$ cat src/rtl/bist_sched_pkg.sv
// Shared types and sizing helpers for the BIST scheduler.
// Optional retry (see bist_scheduler) is enabled with BIST_SCHED_RETRY_EN.
package bist_sched_pkg;

    typedef enum logic [2:0] {
        IDLE   = 3'd0,
        LAUNCH = 3'd1,
        WAIT   = 3'd2,
        NEXT   = 3'd3,
        FINISH = 3'd4
    } state_t;

    localparam int MAX_ENG = 8;

    // An index needs at least one bit even when only one engine exists.
    function automatic int idx_width(input int n);
        return (n > 1) ? $clog2(n) : 1;
    endfunction

    localparam int ENG_IDX_W = idx_width(4);

endpackage

$ cat src/rtl/bist_next_sel.sv
// Priority finder: lowest set mask bit above cur_idx, or the lowest set bit
// overall when first is high.
module bist_next_sel
    import bist_sched_pkg::*;
#(
    parameter int NUM_ENG = 4,
    parameter int IDX_W   = 2
) (
    input  logic [NUM_ENG-1:0] mask,
    input  logic [IDX_W-1:0]   cur_idx,
    input  logic               first,
    output logic [IDX_W-1:0]   next_idx,
    output logic               found
);

    // Scan downward so the last hit is the lowest qualifying bit.
    always_comb begin
        next_idx = '0;
        found    = 1'b0;
        for (int i = NUM_ENG - 1; i >= 0; i--) begin
            if (mask[i] && (first || (i > int'(cur_idx)))) begin
                next_idx = IDX_W'(i);
                found    = 1'b1;
            end
        end
    end

endmodule

$ cat src/rtl/bist_scheduler.sv
// Sequences the enabled BIST engines in ascending order with a per-engine
// watchdog. Define BIST_SCHED_RETRY_EN to relaunch a failing engine once.
module bist_scheduler
    import bist_sched_pkg::*;
#(
    parameter int NUM_ENG   = 4,
    parameter int TIMEOUT_W = 8,
    parameter int TIMEOUT   = 200
) (
    input  logic               CLK,
    input  logic               RESET_N,
    input  logic               START,
    input  logic               ABORT,
    input  logic [NUM_ENG-1:0] ENG_MASK,
    output logic [NUM_ENG-1:0] ENG_START,
    input  logic [NUM_ENG-1:0] ENG_END,
    input  logic [NUM_ENG-1:0] ENG_PASS,
    output logic               BUSY,
    output logic               DONE,
    output logic [NUM_ENG-1:0] FAIL_VEC,
    output logic [NUM_ENG-1:0] TIMEOUT_VEC
);

    localparam int IDX_W = idx_width(NUM_ENG);

    state_t               state;
    logic [NUM_ENG-1:0]   mask_q;
    logic [IDX_W-1:0]     idx;
    logic [TIMEOUT_W-1:0] timer;

    logic                 sel_first;
    logic [NUM_ENG-1:0]   sel_mask;
    logic [IDX_W-1:0]     sel_idx;
    logic                 sel_found;
    logic [NUM_ENG-1:0]   sel_onehot;
    logic                 cur_end;
    logic                 cur_pass;
    logic                 timer_last;

    // In IDLE the search runs on the live mask so the first index is ready
    // on the same edge that accepts START.
    assign sel_first  = (state == IDLE);
    assign sel_mask   = sel_first ? ENG_MASK : mask_q;
    assign sel_onehot = NUM_ENG'(1) << sel_idx;
    assign cur_end    = ENG_END[idx];
    assign cur_pass   = ENG_PASS[idx];
    assign timer_last = (timer == TIMEOUT_W'(1));

    bist_next_sel #(
        .NUM_ENG (NUM_ENG),
        .IDX_W   (IDX_W)
    ) u_next_sel (
        .mask     (sel_mask),
        .cur_idx  (idx),
        .first    (sel_first),
        .next_idx (sel_idx),
        .found    (sel_found)
    );

`ifdef BIST_SCHED_RETRY_EN
    logic               retried;
    logic               attempt_done;
    logic               attempt_failed;
    logic [NUM_ENG-1:0] idx_onehot;

    assign attempt_done   = cur_end || timer_last;
    assign attempt_failed = cur_end ? ~cur_pass : 1'b1;
    assign idx_onehot     = NUM_ENG'(1) << idx;
`endif

    // ENG_START is asserted on the edge entering LAUNCH, so the pulse
    // occupies exactly the LAUNCH cycle.
    always_ff @(posedge CLK or negedge RESET_N) begin
        if (!RESET_N) begin
            state       <= IDLE;
            mask_q      <= '0;
            idx         <= '0;
            timer       <= '0;
            ENG_START   <= '0;
            BUSY        <= 1'b0;
            DONE        <= 1'b0;
            FAIL_VEC    <= '0;
            TIMEOUT_VEC <= '0;
`ifdef BIST_SCHED_RETRY_EN
            retried     <= 1'b0;
`endif
        end else begin
            ENG_START <= '0;
            if (ABORT) begin
                state <= IDLE;
                BUSY  <= 1'b0;
            end else begin
                case (state)
                    IDLE: begin
                        if (START) begin
                            mask_q      <= ENG_MASK;
                            DONE        <= 1'b0;
                            FAIL_VEC    <= '0;
                            TIMEOUT_VEC <= '0;
                            BUSY        <= 1'b1;
`ifdef BIST_SCHED_RETRY_EN
                            retried     <= 1'b0;
`endif
                            if (sel_found) begin
                                idx       <= sel_idx;
                                ENG_START <= sel_onehot;
                                state     <= LAUNCH;
                            end else begin
                                state <= FINISH;
                            end
                        end
                    end
                    LAUNCH: begin
                        timer <= TIMEOUT_W'(TIMEOUT);
                        state <= WAIT;
                    end
                    WAIT: begin
`ifdef BIST_SCHED_RETRY_EN
                        if (attempt_done) begin
                            if (attempt_failed && !retried) begin
                                retried   <= 1'b1;
                                ENG_START <= idx_onehot;
                                state     <= LAUNCH;
                            end else begin
                                FAIL_VEC[idx]    <= attempt_failed;
                                TIMEOUT_VEC[idx] <= ~cur_end;
                                retried          <= 1'b0;
                                state            <= NEXT;
                            end
                        end else begin
                            timer <= timer - TIMEOUT_W'(1);
                        end
`else
                        if (cur_end) begin
                            FAIL_VEC[idx] <= ~cur_pass;
                            state         <= NEXT;
                        end else if (timer_last) begin
                            TIMEOUT_VEC[idx] <= 1'b1;
                            FAIL_VEC[idx]    <= 1'b1;
                            state            <= NEXT;
                        end else begin
                            timer <= timer - TIMEOUT_W'(1);
                        end
`endif
                    end
                    NEXT: begin
                        if (sel_found) begin
                            idx       <= sel_idx;
                            ENG_START <= sel_onehot;
                            state     <= LAUNCH;
                        end else begin
                            state <= FINISH;
                        end
                    end
                    FINISH: begin
                        DONE  <= 1'b1;
                        BUSY  <= 1'b0;
                        state <= IDLE;
                    end
                    default: begin
                        state <= IDLE;
                        BUSY  <= 1'b0;
                    end
                endcase
            end
        end
    end

endmodule
$ cat config.mk
export PLATFORM = sky130hd
export DESIGN_NAME = bist_scheduler
export DESIGN_NICKNAME = d
export VERILOG_FILES = /design/src/rtl/bist_sched_pkg.sv /design/src/rtl/bist_next_sel.sv /design/src/rtl/bist_scheduler.sv
export SDC_FILE = /design/constraint.sdc
export NUM_CORES = 1
export LEC_CHECK = 0
export ABC_CLOCK_PERIOD_IN_PS = 1500
export CAP_MARGIN = 20
export CORE_ASPECT_RATIO = 0.6
export CORE_MARGIN = 2
export CORE_UTILIZATION = 35
export CTS_BUF_LIST = sky130_fd_sc_hd__clkbuf_2 sky130_fd_sc_hd__clkbuf_4 sky130_fd_sc_hd__clkbuf_8
export DETAILED_ROUTE_END_ITERATION = 12
export SYNTH_ARGS = -nofsm -noshare
export SYNTH_HDL_FRONTEND = slang
export SYNTH_SLANG_ARGS = --single-unit
$ cat constraint.sdc
create_clock -name CLK -period 1.5 [get_ports CLK]
set_input_delay 0.3 -clock CLK [delete_from_list [all_inputs] [get_ports CLK]]
set_output_delay 0.3 -clock CLK [all_outputs]
set_load 0.005 [all_outputs]
### Yosys cells after proc, flatten, opt, wreduce, memory -nomap -nowiden

Cells that the tools add are included.

| storage, ports and cells | value |
|---|---|
| bits in registers | 31 |
| input bits | 16 |
| output and inout port bits | 14 |
| word-level logic and storage cells | 99 |

| cells by class | value |
|---|---|
| $add $sub $neg | 1 |
| $lt $le $gt $ge | 5 |
| equality and inequality tests | 13 |
| shift-type cells | 1 |
| mux-type cells | 44 |
| bitwise logic cells | 4 |
| reduce and logical (&&, ||, !) cells | 22 |

Operator list:

| operator | number |
|---|---|
| $mux 4 | 9 |
| $pmux 4 s2 | 3 |
| $mux 8 | 2 |
| $pmux 8 s2 | 1 |
| $mux 3 | 5 |
| $mux 2 | 6 |
| $pmux 3 s4 | 1 |
| $mux 1 | 10 |
| $reduce_and 3->1 | 3 |
| $eq 8x1->1 const B | 1 |
| $ne 2x2->1 const B | 4 |
| $or 4x4->4 | 2 |
| $reduce_and 4->1 | 2 |
| $reduce_bool 2->1 | 4 |
| $sub 8x1->8 const B | 1 |
| $eq 3x2->1 const B | 2 |
| $ne 3x3->1 const B | 2 |
| $logic_and 1x1->1 | 5 |
| $reduce_and 5->1 | 1 |
| $bmux 1 s2 | 2 |
| $bwmux 4 | 1 |
| $gt 2x2->1 const A | 2 |
| $ne 4x4->1 const B | 1 |
| $pmux 1 s2 | 2 |
| 14 further kinds | 18 |

### Longest topological paths before layout

| depth | value |
|---|---|
| depth in word-level cells | 12 |
| mapped depth | 8 |
| mapped depth without buffers | 7 |

### Hierarchy

A second synthesis with hierarchy kept.

| unflattened totals | value |
|---|---|
| cell total of the unflattened synthesis | 176 |
| area total of the unflattened synthesis | 1724.2 µm² |

By module, submodules not included:

| module | instances | cells each | area an instance (µm²) | sequential area each (µm²) |
|---|---|---|---|---|
| bist_scheduler | 1 | 160 | 1630.3 | 775.7 |
| bist_next_sel | 1 | 16 | 93.8 | 0.0 |

### Least setup slack after synthesis

OpenSTA, ideal clock, no wires.

| timing | value |
|---|---|
| kind | reg2reg |
| start point | register state[2] |
| end point | register idx[0] |
| library setup time | 0.127 ns |
| arrival time | 1.523 ns |
| required time | 1.373 ns |
| path slack | -0.151 ns |
| stages on the path, launching flop included | 6 |
| buffers on the path | 0 |
| period minus slack after synthesis | 1.651 ns |
| path through | dfrtp_1 nor3_4 nor3b_2 a22oi_2 nand2b_1 mux2_1 |

| between the ends | value |
|---|---|
| word-level cells in the longest chain between the ends | 10 |
| elaborated cells between the ends (all ways) | 24 |
| those cells by class | 2 x eq/ne; 12 x mux; 10 x reduce/logical |

RTL lines:

| item | line | RTL |
|---|---|---|
| start, declared | bist_scheduler.sv:26 | `state_t state;` |
| start signal, assigned | bist_scheduler.sv:75 | `state <= IDLE;` |
| start signal, assigned | bist_scheduler.sv:90 | `state <= IDLE;` |
| start signal, assigned | bist_scheduler.sv:107 | `state <= LAUNCH;` |
| $logic_not 3->1 | bist_scheduler.sv:42, bist_scheduler.sv:93 |  |
| $mux 4 / $logic_or 1x1->1 (equally long branches) | bist_scheduler.sv:43, bist_next_sel.sv:21 |  |
| $logic_and 1x1->1 | bist_next_sel.sv:21 | `if (mask[i] && (first \|\| (i > int'(cur_idx)))) begin` |
| $mux 2 / $mux 1 (equally long branches) (4 in a row) | bist_next_sel.sv:21 |  |
| $mux 2 | bist_scheduler.sv:104, bist_scheduler.sv:147 |  |
| $mux 2 | bist_scheduler.sv:95 | `if (START) begin` |
| $pmux 2 s2 | bist_scheduler.sv:93 | `case (state)` |
| end signal, assigned | bist_scheduler.sv:105 | `idx <= sel_idx;` |
| end signal, assigned | bist_scheduler.sv:148 | `idx <= sel_idx;` |
| end, declared | bist_scheduler.sv:28 | `logic [IDX_W-1:0] idx;` |

Parallel ways exist; a longest one is shown, timed or not. The select of a mux whose other input is x is not followed.
A chain may end at the register's enable or synchronous reset.

### Worst setup path in the final report

| timing | value |
|---|---|
| start point | input port ENG_END[2] |
| end point | register FAIL_VEC[0] |

| between the ends | value |
|---|---|
| word-level cells in the longest chain between the ends | 4 |
| elaborated cells between the ends (all ways) | 6 |
| those cells by class | 1 x eq/ne; 4 x mux; 1 x reduce/logical |

RTL lines:

| item | line | RTL |
|---|---|---|
| start, declared | bist_scheduler.sv:16 | `input logic [NUM_ENG-1:0] ENG_END,` |
| $bmux 1 s2 * | bist_scheduler.sv:45 | `assign cur_end = ENG_END[idx];` |
| $mux 1 (not written as such) * | bist_scheduler.sv:45 |  |
| $ne 3x3->1 (no source line) / $mux 4 (equally long branches) | -- |  |
| $reduce_and 4->1 (no source line) / $pmux 4 s2 (equally long branches) | -- |  |
| end signal, assigned by index | bist_scheduler.sv:135 | `FAIL_VEC[idx] <= ~cur_pass;` |
| end, declared | bist_scheduler.sv:20 | `output logic [NUM_ENG-1:0] FAIL_VEC,` |

Every way passes the cells marked *; elsewhere a longest branch is shown, timed or not. The select of a mux whose other input is x is not followed.

==> impl_table.tex <==
\begin{tabular}{lr}
\hline
Metric & Value \\
\hline
\multicolumn{2}{l}{\textbf{Timing}} \\
\quad Worst slew margin & 73.3\% \\
\quad Worst path setup slack after routing & -0.157 ns \\
\quad Max-slew violation count & 0 \\
\quad Final Hold Viols & 0 \\
\quad Worst Max-Slew Pin Slew & 0.401 ns \\
\quad Final clock period utilization by the worst path & 110\% \\
\quad Clock Skew & 0.00657 ns \\
\quad Final min period & 1.66 ns \\
\quad Count of endpoints failing setup in the final report & 24 \\
\quad Setup repair after global routing missed its margin & true \\
\quad Highest achievable clock rate & 604 MHz \\
\multicolumn{2}{l}{\textbf{Power}} \\
\quad Power after layout & 4.74 mW \\
\quad Static leakage & 1.26 nW \\
\quad Cell Pwr Density & 1700 nW/um\^{}2 \\
\quad Maximum vdd ir drop & 0.000945 V \\
\multicolumn{2}{l}{\textbf{Global route}} \\
\quad Initial antenna violation count & 0 \\
\quad Pin count of the biggest net entering global routing & 31 \\
\quad Total Routing Usage GR & 19.4\% \\
\quad Global-route wire length before repair & 7800 microns \\
\quad Total gr overflow & 0 \\
\quad Vias in the first global route & 1552 \\
\multicolumn{2}{l}{\textbf{Placed design}} \\
\quad Count of input and output buffers & 29 \\
\quad Detailed placement HPWL & 3370 microns \\
\quad Routability Congestion & 0.915 \\
\quad Place WS & -0.446 ns \\
\multicolumn{2}{l}{\textbf{Setup path}} \\
\quad Cell chain of the critical path & clkdlybuf4s50\_1 -> mux4\_2 -> a21oi\_4 -> nor2\_4 -> a22oi\_2 -> a41oi\_2 \\
\quad Cell class contributing the biggest share of worst-path delay & multiplexers \\
\quad Top fanout value on the critical path & 4 \\
\quad Nature of the critical path startpoint & primary input \\
\quad Critical Path RT & 1.64 ns \\
\quad CP endpoint kind & register \\
\quad Critical path class & primary input to register \\
\quad Signal arrival time at the worst endpoint & 1.80 ns \\
\quad Critical Path Slowest Stage Cell & mux4\_2 \\
\quad Biggest cell delay along the critical path & 0.58 ns \\
\quad CP bufs+invs & 1 \\
\multicolumn{2}{l}{\textbf{Yosys}} \\
\quad Distinct cell type count after synthesis & 52 \\
\quad Dominant register cell in the synthesized netlist & dfrtp\_1 \\
\quad Top cell type's share of synthesized area & 45.9\% \\
\quad Dominant cell by count in the synthesized netlist & dfrtp\_1 \\
\quad Post-synthesis instance area & 1630 sq um \\
\quad Yosys top cell by area & dfrtp\_1 \\
\quad Share of async-settable or async-resettable flops after synthesis & 100\% \\
\quad Top cells by instance count after synthesis & dfrtp\_1 (30), nor2\_1 (10) \\
\quad Sequential element share of the synthesized area & 45.9\% \\
\quad Count of yosys warnings during synthesis & 0 \\
\quad Gate Count Post-Synth & 148 \\
\quad Flop and latch count out of synthesis & 30 \\
\quad Synth Area per Inst & 11.0 sq um \\
\quad EDFF count, synth & 0 \\
\quad Top area cells in the synthesized netlist & dfrtp\_1 (46\%), nor2\_1 (2.3\%), buf\_6 (2.1\%), mux2\_2 (2.1\%), nand2b\_1 (1.9\%) \\
\quad Net count after synthesis & 166 \\
\multicolumn{2}{l}{\textbf{Drt}} \\
\quad Final antenna-violating net count & 0 \\
\quad Initial DRT Pass Iterations & 4 \\
\quad Starting DRC count in detailed routing & 57 \\
\quad WL/cell & 16.9 microns \\
\quad Residual DRC count & 0 \\
\quad Vias & 1586 \\
\quad Drt total wl & 5020 microns \\
\quad Post-DR vias/cell & 5.36 \\
\multicolumn{2}{l}{\textbf{Cells and area}} \\
\quad Ant diodes & 0 \\
\quad Number of nets in the final layout & 250 \\
\quad Proportion of layout cells with a drive suffix above 1 & 51.1\% \\
\quad Synthesis-to-finish area growth & 70.5\% \\
\multicolumn{2}{l}{\textbf{Clocking}} \\
\quad Level count of the clock H-tree & 2 \\
\quad Hold-fix buffer count after cts & 0 \\
\quad Clock insertion delay at the later pin of the skew report & 0.27 ns \\
\quad Clock Tree Buf Depth & 2 \\
\quad CTS tree & built \\
\quad Clock Root Buffer & clkbuf\_8 \\
\quad Clk sink count & 30 \\
\quad Clock transition time at the flip-flop clock pins of the worst setup and hold paths & 0.06 ns \\
\quad CTS Buf Count & 5 \\
\multicolumn{2}{l}{\textbf{Worst hold path}} \\
\quad Worst hold path type & primary input to async pin \\
\multicolumn{2}{l}{\textbf{Floorplanning}} \\
\quad Number of rows created at floorplan & 19 \\
\quad Number of top-level pins & 30 \\
\quad Floorplan die area & 5250 sq um \\
\quad Vertical extent of the die & 56.9 microns \\
\quad Initial core utilization & 36.0\% \\
\quad Die Span X & 92.2 microns \\
\quad Placeable core region & 4540 sq um \\
\multicolumn{2}{l}{\textbf{Status}} \\
\quad Run status & finished, violations left \\
\quad Failing checks & setup timing \\
\multicolumn{2}{l}{\textbf{Job}} \\
\quad Max-cap violation count & 0 \\
\hline
\end{tabular}
## metrics by stage
stage / std cells / utilization, % / area, sq um / TNS [ns] / hold WS, ns
2_1_floorplan: 148 / - / 1660 / -0.357 / 0.00441
3_3_place_gp: 280 / 51.6 / 2340 / -7.46 / 0.464
3_5_place_dp: 280 / 51.6 / 2340 / -8.37 / 0.477
4_1_cts: 292 / 56.9 / 2580 / -2.00 / 0.418
5_1_grt: 296 / 61.4 / 2790 / -4.04 / 0.448
6_report: 296 / 61.4 / 2790 / -2.51 / 0.416
## per-layer routing
metal	global-route usage [%]	routed length [microns]	part of all wire (%)	vias to the layer above
met5	0	0	0	-
met2	28.7	2270	45	51
met1	28.4	2470	49	796
met4	4.69	17	0.34	0
li1	-	-	-	737
met3	5.23	261	5.2	2
## flip-flops by register name, indices dropped and copies added (netlist names)
signal	cells
mask_q	3
idx	2
state	3
TIMEOUT_VEC	4
ENG_START	4
timer	8
FAIL_VEC	4
DONE	1
BUSY	1
## cells in the final DEF, fill, tap and decap left out, drive strengths merged, types with 3 or more instances in the layout
master          n
nor3            7
nand2           5
nand2b          6
dfrtp          30
nor3b           5
clkbuf          7
a21o            3
a31oi           4
clkdlybuf4s50  27
a21oi           6
nand3b          3
and3            4
o21ai           4
mux2            5
a22o            3
nor2b           4
nand3           3
a31o            3
inv             5
buf            53
a22oi           5
nor2           10
## logic make-up after synthesis
kind of cell               count (synthesis)  synth area share [%]
AOI/OAI and AO/OA                         42                  19.4
xor gates and xnor gates                   1                 0.536
adders and majority gates                  2                  1.53
buffers and inverters                     11                  4.13
DFF                                       30                  45.9
muxes                                      8                  6.05
and+or+nand+nor                           54                  22.4
## path summary, 6_finish.rpt
| check | from | to | slack, ns | depth (start not counted) |
|---|---|---|---|---|
| setup / recovery | ENG_END[2] | FAIL_VEC[0] | -0.16 | 6 |
| max in group asynchronous | RESET_N | state[1] | 0.77 | 2 |
| hold reg to reg | BUSY | BUSY | 0.49 | 2 |
| hold / removal | RESET_N | mask_q[2] | 0.42 | 2 |
| min in group CLK | BUSY | BUSY | 0.49 | 2 |
| setup reg to reg | state[0] | timer[7] | -0.16 | 5 |
## power breakdown
group	total [mW]	internal, mW	switching (mW)
Combinational	2.73	1.49	1.24
Sequential	1.34	1.05	0.286
Clock	0.673	0.387	0.286
Total	4.74	2.93	1.81
## final cells by class
type                       instances  area, sq um
multi-input combinational        108         1100
tap                               63         78.8
clock buffer                       7         90.1
fill                             370         1750
sequential                        30          756
inverter                           5         18.8
clock inverter                     1         5.00
timing repair buffer              82          739
## what timing repair did
item | 4_1_cts | 5_1_grt
cloned | 1 | 0
endpoints found under the setup margin | 26 | 29
buffers inserted | 3 | 5
gates resized for setup | 30 | 37
pin swaps | 18 | 18
(Power assumes the default switching activity.)
